<file path="src/rtl/stack_drain_pkg.sv">
// Shared types and constants for the stack drain reader.
package stack_drain_pkg;

  typedef enum logic [1:0] {
    IDLE,
    DRAIN,
    FLUSH
  } drain_state_t;

  localparam int SKID_DEPTH = 2;

endpackage

</file>
<file path="src/rtl/stack_drain_if.sv">
// Valid/ready output stream of the stack drain reader.
interface stack_drain_if #(
  parameter int bW = 8
);
  logic [bW-1:0] outData;
  logic          outValid;
  logic          outReady;

  modport master (output outData, output outValid, input outReady);
  modport slave  (input outData, input outValid, output outReady);
endinterface

</file>
<file path="src/rtl/stack_drain_skid_buf2.sv">
// Two-entry FIFO-ordered skid buffer; head entry drives the output stream.
module skid_buf2 #(
  parameter int bW = 8
) (
  input  logic          clk,
  input  logic          rst,
  input  logic [bW-1:0] inData,
  input  logic          inValid,
  output logic [bW-1:0] outData,
  output logic          outValid,
  input  logic          outReady,
  output logic [1:0]    occ
);

  logic [bW-1:0] d0_q, d1_q;
  logic [1:0]    occ_q;
  logic          enq, deq;
  logic [1:0]    wslot;

  assign deq   = (occ_q != 2'd0) && outReady;
  assign enq   = inValid && ((occ_q != 2'd2) || deq);
  // A write lands behind whatever survives this cycle's dequeue
  assign wslot = occ_q - {1'b0, deq};

  always_ff @(posedge clk or posedge rst) begin
    if (rst) begin
      d0_q  <= '0;
      d1_q  <= '0;
      occ_q <= 2'd0;
    end else begin
      if (deq) d0_q <= d1_q;
      if (enq) begin
        if (wslot == 2'd0) d0_q <= inData;
        else               d1_q <= inData;
      end
      occ_q <= occ_q + {1'b0, enq} - {1'b0, deq};
    end
  end

  assign outData  = d0_q;
  assign outValid = (occ_q != 2'd0);
  assign occ      = occ_q;

endmodule

</file>
<file path="src/rtl/stack_drain.sv">
// Pops up to len entries from a lifo and streams them out top first through a skid buffer.
// Optional pop counter port is enabled by defining STACK_DRAIN_CNT_EN.
module stack_drain
  import stack_drain_pkg::*;
#(
  parameter  int bW = 8,
  parameter  int eC = 16,
  localparam int cW = $clog2(eC + 1)
) (
  input  logic          clk,
  input  logic          rst,
  input  logic          start,
  input  logic [cW-1:0] len,
  output logic          busy,
  output logic          done,
  output logic          pop,
  input  logic [bW-1:0] popData,
  input  logic          empty,
  stack_drain_if.master strm
`ifdef STACK_DRAIN_CNT_EN
  ,
  output logic [cW-1:0] count
`endif
);

  drain_state_t  state_q, state_d;
  logic [cW-1:0] rem_q;
  logic [1:0]    occ;
  logic [bW-1:0] buf_data;
  logic          buf_valid;

  always_ff @(posedge clk or posedge rst) begin
    if (rst) state_q <= IDLE;
    else     state_q <= state_d;
  end

  // pop is built only from registered terms and empty, so outReady never reaches it
  always_comb begin
    state_d = state_q;
    done    = 1'b0;
    busy    = (state_q != IDLE);
    pop     = (state_q == DRAIN) && !empty && (rem_q != '0) && (occ < 2'(SKID_DEPTH));
    case (state_q)
      IDLE:  if (start) state_d = (len == '0) ? FLUSH : DRAIN;
      DRAIN: if ((rem_q == '0) || empty || (pop && (rem_q == cW'(1)))) state_d = FLUSH;
      FLUSH: if (occ == 2'd0) begin
        state_d = IDLE;
        done    = 1'b1;
      end
      default: state_d = IDLE;
    endcase
  end

  always_ff @(posedge clk or posedge rst) begin
    if (rst)                          rem_q <= '0;
    else if ((state_q == IDLE) && start) rem_q <= len;
    else if (pop)                     rem_q <= rem_q - cW'(1);
  end

`ifdef STACK_DRAIN_CNT_EN
  logic [cW-1:0] count_q;

  always_ff @(posedge clk or posedge rst) begin
    if (rst)                          count_q <= '0;
    else if ((state_q == IDLE) && start) count_q <= '0;
    else if (pop)                     count_q <= count_q + cW'(1);
  end

  assign count = count_q;
`endif

  skid_buf2 #(.bW(bW)) u_skid (
    .clk      (clk),
    .rst      (rst),
    .inData   (popData),
    .inValid  (pop),
    .outData  (buf_data),
    .outValid (buf_valid),
    .outReady (strm.outReady),
    .occ      (occ)
  );

  assign strm.outData  = buf_data;
  assign strm.outValid = buf_valid;

endmodule

</file>
<file path="src/flat_wrapper.sv">
// flat-port wrapper written by rule: the top's interface ports become plain ports
module stack_drain_flat import stack_drain_pkg::*;
#(
  parameter  int bW = 8,
  parameter  int eC = 16,
  localparam int cW = $clog2(eC + 1)
)
  (clk, rst, start, len, busy, done, pop, popData, empty, strm_outData, strm_outValid, strm_outReady);
  stack_drain_if #(.bW(bW)) strm_i ();
  input  logic clk;
  input  logic rst;
  input  logic start;
  input  logic [cW-1:0] len;
  output logic busy;
  output logic done;
  output logic pop;
  input  logic [bW-1:0] popData;
  input  logic empty;
  output wire logic [$bits(strm_i.outData)-1:0] strm_outData;
  output wire logic [$bits(strm_i.outValid)-1:0] strm_outValid;
  input wire logic [$bits(strm_i.outReady)-1:0] strm_outReady;
  assign strm_outData = strm_i.outData;
  assign strm_outValid = strm_i.outValid;
  assign strm_i.outReady = strm_outReady;
  stack_drain #(.bW(bW), .eC(eC)) u_core (.clk(clk), .rst(rst), .start(start), .len(len), .busy(busy), .done(done), .pop(pop), .popData(popData), .empty(empty), .strm(strm_i));
endmodule
</file>
<file path="config.mk">
export PLATFORM = sky130hd
export DESIGN_NAME = stack_drain_flat
export DESIGN_NICKNAME = d
export VERILOG_FILES = /design/src/rtl/stack_drain_pkg.sv /design/src/rtl/stack_drain_if.sv /design/src/rtl/stack_drain_skid_buf2.sv /design/src/rtl/stack_drain.sv /design/src/flat_wrapper.sv
export SDC_FILE = /design/constraint.sdc
export NUM_CORES = 1
export LEC_CHECK = 0
export ABC_AREA = 0
export BUFFER_PORTS_ARGS = -buffer_cell sky130_fd_sc_hd__buf_2
export CAP_MARGIN = 15
export CORE_MARGIN = 10
export CORE_UTILIZATION = 55
export CTS_BUF_LIST = sky130_fd_sc_hd__clkbuf_8
export CTS_CLUSTER_DIAMETER = 60
export DETAILED_ROUTE_END_ITERATION = 8
export GPL_TIMING_DRIVEN = 1
export PLACE_DENSITY = 0.81
export SLEW_MARGIN = 20
export SYNTH_ARGS = -nofsm -noshare
export SYNTH_HDL_FRONTEND = slang
export SYNTH_SLANG_ARGS = --single-unit
</file>
<file path="constraint.sdc">
create_clock -name clk -period 2.1 [get_ports clk]
set_input_delay 0.42 -clock clk [delete_from_list [all_inputs] [get_ports clk]]
set_output_delay 0.42 -clock clk [all_outputs]
set_load 0.03 [all_outputs]
</file>
## Yosys cells after proc, flatten, opt, wreduce, memory -nomap -nowiden

Index checks and enable logic that the tools add are counted.

- Register bits after elaboration: 25
- Output and inout bits: 12
- Input port bits: 18
- Logic and storage cells: 52

- Bitwise gates (word level): 1
- Equal/unequal tests: 7
- Order comparisons: 1
- Mux-type cells: 12
- Reductions and logical operators: 22
- Add/sub/neg operators: 4

Operator list:

| kind | number |
|---|---|
| $mux 8 | 3 |
| $logic_not 5->1 | 2 |
| $mux 5 | 2 |
| $mux 2 | 4 |
| $logic_and 1x1->1 | 7 |
| $logic_not 2->1 | 3 |
| $ne 2x2->1 const B | 3 |
| $pmux 2 s3 | 1 |
| $reduce_bool 2->1 | 3 |
| $eq 5x1->1 const B | 1 |
| $reduce_bool 5->1 | 1 |
| $sub 5x1->5 const B | 1 |
| $sub 2x1->2 | 2 |
| $logic_or 1x1->1 | 3 |
| $reduce_and 3->1 | 1 |
| $add 2x1->2 | 1 |
| $eq 2x1->1 const B | 1 |
| $eq 2x2->1 const B | 1 |
| $lt 2x2->1 const B | 1 |
| $mux 1 | 2 |
| $ne 2x1->1 const B | 1 |
| $reduce_and 2->1 | 1 |
| $logic_not 1->1 | 1 |
| $not 1->1 | 1 |

## Logic depth before layout (Yosys ltp)

- Word-level depth: 8
- Mapped depth: 8
- Depth with buffers taken out: 8

## Modules after synthesis

From an unflattened synthesis, not the netlist that was laid out.

- Cells, all modules: 112
- Area total of the unflattened synthesis: 1347.5 µm²

By module, submodules not included:

| module | instances | cells an instance | area each (µm²) | seq. area each (µm²) |
|---|---|---|---|---|
| skid_buf2 | 1 | 57 | 864.6 | 450.4 |
| stack_drain | 1 | 55 | 483.0 | 175.2 |

## Least setup slack after synthesis

Ideal clock, no wire load.

- Kind: register to register
- Start: register u_core.rem_q[0]
- End: register u_core.u_skid.d0_q[0] (netlist: u_core.u_skid.outData[0])
- Path buffers: 0
- Data required time: 1975 ps
- Path slack: 114 ps
- Cell stages (with the launch flop): 8
- Setup time: 125 ps
- Arrival: 1861 ps
- Period minus slack after synthesis: 1986 ps
- Cells stage by stage: dfrtp_1 -> inv_1 -> ha_1 -> or4b_4 -> nand4_4 -> inv_2 -> o21ai_4 -> mux2_2

- Word-level cells in the longest chain between the ends: 5

RTL lines:

| item | line | source |
|---|---|---|
| start: declaration | stack_drain.sv:27 | `logic [cW-1:0] rem_q;` |
| start signal: assignment | stack_drain.sv:56 | `else if ((state_q == IDLE) && start) rem_q <= len;` |
| start signal: assignment | stack_drain.sv:57 | `else if (pop) rem_q <= rem_q - cW'(1);` |
| $reduce_bool 5->1 | stack_drain.sv:42 | `pop = (state_q == DRAIN) && !empty && (rem_q != '0) && (occ < 2'(SKID_DEPTH));` |
| $logic_and 1x1->1 (2 in a row) | stack_drain.sv:42 |  |
| via pop | flat_wrapper.sv:16 | `output logic pop;` |
| $logic_and 1x1->1 | stack_drain_skid_buf2.sv:21 | `assign enq = inValid && ((occ_q != 2'd2) \|\| deq);` |
| $mux 8 | stack_drain_skid_buf2.sv:32 | `if (enq) begin` |
| end signal: assignment | stack_drain_skid_buf2.sv:31 | `if (deq) d0_q <= d1_q;` |
| end signal: assignment | stack_drain_skid_buf2.sv:33 | `if (wslot == 2'd0) d0_q <= inData;` |
| end: declaration | stack_drain_skid_buf2.sv:15 | `logic [bW-1:0] d0_q, d1_q;` |

The timed path passes the listed nets, and every way through them passes these cells.
A chain may end at the register's enable or synchronous reset.

## Final worst setup path

- Start: register u_core.rem_q[1]
- End: output port pop

- Word-level cells in the longest chain between the ends: 3

RTL lines:

| item | line |
|---|---|
| $reduce_bool 5->1 | stack_drain.sv:42 |
| $logic_and 1x1->1 (2 in a row) | stack_drain.sv:42 |
| end: declaration | flat_wrapper.sv:16 |

No other way between the ends.

==> reports/qor.csv <==
metric,value,unit
Worst path slowest cell,or4b_4,
Pint,1.45,mW
Crit Path Max Fanout,2,
Filler cells,150,
Die Width,68.5,um
die span in y,68.5,um
multi-input logic area,671,um2
status,"complete, no violations",
All-Layer GR Usage,13.9,%
startpoint type of the worst setup path,register,
layout cell share with drive strength beyond 1,52.0,%
largest net degree at the start of global routing,26,
Max Cap Viol,0,
Slew @ Worst Pin,0.450,ns
Fmax achieved,0.477,GHz
syn_nets,131,
Final WS setup,0.00317,ns
part of the power in combinational logic,52.7,%
Simple-Gate Fraction of Synth Area,13.7,%
register area share after synthesis,48.3,%
largest family of logic cells by synthesized area,multiplexers,
Yosys Warn Count,0,
# clock sinks,25,
root buf cell,clkbuf_8,
post-synthesis compound-gate area fraction,8.02,%
synth top area cells,"dfrtp_1 48%, mux2_2 21%, ha_1 3.9%",
drt pass-1 iters,4,
initial antenna violation count,0,
vias post-DR,1018,
Setup TNS,0,ns
cells on worst reg2reg path,8,
cell area power density,1470,nW/um2
Area after DPL,1500,um2
Hold/Removal Path Class,input pin to async pin,
Synth cell types,29,
DPL Wire Length,2220,um
Iter 0 DRT Violations,47,
Num CTS Buffers,3,
CTS max path bufs,2,
first-pass GRT wire length,5000,um
r2r startpoint,u_core.rem_q[1],
post-route ant nets,0,
fin nets,175,
largest stage delay on the critical path,0.47,ns
Place WS,0.0664,ns
mux contribution to synthesized area,20.9,%
RSZ-0062 raised after global routing,yes,
sequential power share,35.2,%
Worst Hold Margin,0.171,ns
top cell type's share of synthesized area,48.3,%
sequential cell area,626,um2
area grow syn2layout,28.3,%
R2R Setup Slk,0.04,ns
DR WL/cell,17.6,um
top cell type by total area after synthesis,dfrtp_1,
critical path class,register to output pin,
Skew-Pair Late Insertion Delay,0.28,ns
Lkg Pwr,0.838,nW
Final Hold Vio Count,0,
Initial Util,58.0,%
CP Capture Type,output pin,
Required @ worst endpoint,1.68,ns
hold-fix buffers at CTS,0,
clock group share of total power,12.2,%
die area,4700,um2
grt total ovfl,0,
GPL Wtd Cong,0.847,
DRC errors left,0,
Synth Register Bits,25,
reg-to-reg endpoint,u_core.u_skid.d1_q[2],
DR vias/cell,5.66,
Routed WL,3160,um
Ports,30,
Sw Ratio,40.8,%
# diodes,0,
Slew headroom,69.9,%
Peak VDD IR,0.908,mV
post-synthesis average cell area,11.9,um2
post-synthesis adder-cell area fraction,3.86,%
htree depth,1,
cells after synthesis,109,
"Slew Viols, Final",0,
min cycle time layout,2.10,ns
Worst Path Arrival,1.68,ns
# setup viols final,0,
"Critical Path, Cell by Cell",inv_2 -> ha_4 -> or4b_4 -> nand4_4 -> inv_6 -> buf_6,
Mapped Area,1290,um2
fin crit share,99.8,%
Site Rows,17,
Core Region,2230,um2
Worst Skew,0.00418,ns
XOR/XNOR Fraction of Synth Area,2.03,%
I/O Buffers,29,
CTS tree,done,
clk slew on worst S/H paths,0.09,ns
post-route cell area,1660,um2
vias in the first global route,1068,
NetSw,1.00,mW
power by group through the flow:
stage / clock (mW) / sequential [mW] / combinational, mW
floorplan: 0 / 0.963 / 0.679
global placement: 0 / 0.855 / 1.02
detailed placement: 0 / 0.868 / 1.08
CTS: 0.301 / 0.855 / 1.16
global route: 0.315 / 0.893 / 1.40
finish: 0.298 / 0.862 / 1.29
critical path, delay by kind of cell (launching register included):
kind | cells | cell delay [ns]
adders and majority gates | 1 | 0.13
buffers and inverters | 3 | 0.27
and+or+nand+nor | 2 | 0.61
DFF | 1 | 0.40
state kept, by name (all words and copies together), names as in the netlist:
name / flops
u_core.u_skid.occ: 2
u_core.u_skid.d1_q: 8
u_core.rem_q: 5
u_core.u_skid.outData: 8
u_core.state_q: 2
cells in the final DEF (no fill, tap or decap), drive strengths merged, types with 2 or more instances in the layout:
| cell | instances |
|---|---|
| nand3 | 4 |
| a21oi | 2 |
| dfrtp | 25 |
| nor3 | 4 |
| nand2 | 9 |
| nor2 | 7 |
| clkbuf | 3 |
| buf | 40 |
| xnor2 | 2 |
| o221a | 2 |
| mux2 | 24 |
| inv | 8 |
| or3 | 3 |
| ha | 4 |
metal layers:
layer / vias up / global-route usage, % / share of wire [%]
met4: 0 / 4.52 / 1.1
met5: - / 0 / 0
met3: 5 / 4.03 / 6.8
li1: 475 / - / -
met1: 504 / 15.7 / 41
met2: 34 / 24.3 / 51
timing repair:
| action | 4_1_cts | 5_1_grt |
|---|---|---|
| setup endpoints to repair | 1 | 9 |
| resized for setup | 6 | 10 |
| gates cloned | 0 | 0 |
| buffers inserted | 5 | 3 |
| pin swaps | 0 | 1 |
Yosys cell counts:
library cell	instances
o32ai_1	1
ha_1	4
nand2_1	9
or3_1	1
dfrtp_1	25
o221a_2	2
and2_1	1
xnor2_1	2
a21oi_1	2
o22ai_1	1
nand4_4	1
inv_1	7
buf_6	1
or4b_4	1
o21bai_1	1
or3_2	2
nor2_1	7
or4_1	1
a32oi_1	1
a21o_1	1
mux2_2	24
o211ai_1	1
nand3_1	4
or2b_1	1
a41oi_1	1
xor2_1	1
nor3_1	4
o21ai_4	1
inv_2	1
cell families after synthesis:
family,after synthesis
simple gates,32
mux,24
flops,25
xor+xnor,3
fa+ha+maj,4
compound gates,12
buf+inv,9
how the worst max path moves through the flow:
stage / start / endpoint / slack [ns] / cells after the start
after detailed placement: u_core.rem_q[0] / u_core.u_skid.outData[6] / 0.07 / 7
final: u_core.rem_q[1] / pop / 0.003 / 6
after CTS: u_core.rem_q[0] / pop / 0.002 / 6
after global routing: u_core.rem_q[1] / pop / -0.04 / 6
after floorplan: u_core.rem_q[0] / u_core.u_skid.outData[0] / 0.11 / 7
after global placement: u_core.rem_q[0] / u_core.u_skid.outData[2] / 0.14 / 7
metrics by stage:
step / power, mW / utilization, % / std cells
4_1_cts: 2.32 / 71.5 / 177
6_report: 2.45 / 74.4 / 180
3_5_place_dp: 1.95 / 67.1 / 168
3_3_place_gp: 1.88 / 67.1 / 168
2_1_floorplan: 1.64 / - / 109
5_1_grt: 2.61 / 74.4 / 180
layout make-up:
| type | count | share of cell area (%) |
|---|---|---|
| multi-input cells | 75 | 40.4 |
| flip-flops and latches | 25 | 37.7 |
| repair buffers | 40 | 14.8 |
| clock buffers | 3 | 2.48 |
| inverters | 8 | 2.11 |
| well taps | 28 | 2.11 |
| clock inverters | 1 | 0.452 |
Power figures use the tool's default switching activity.
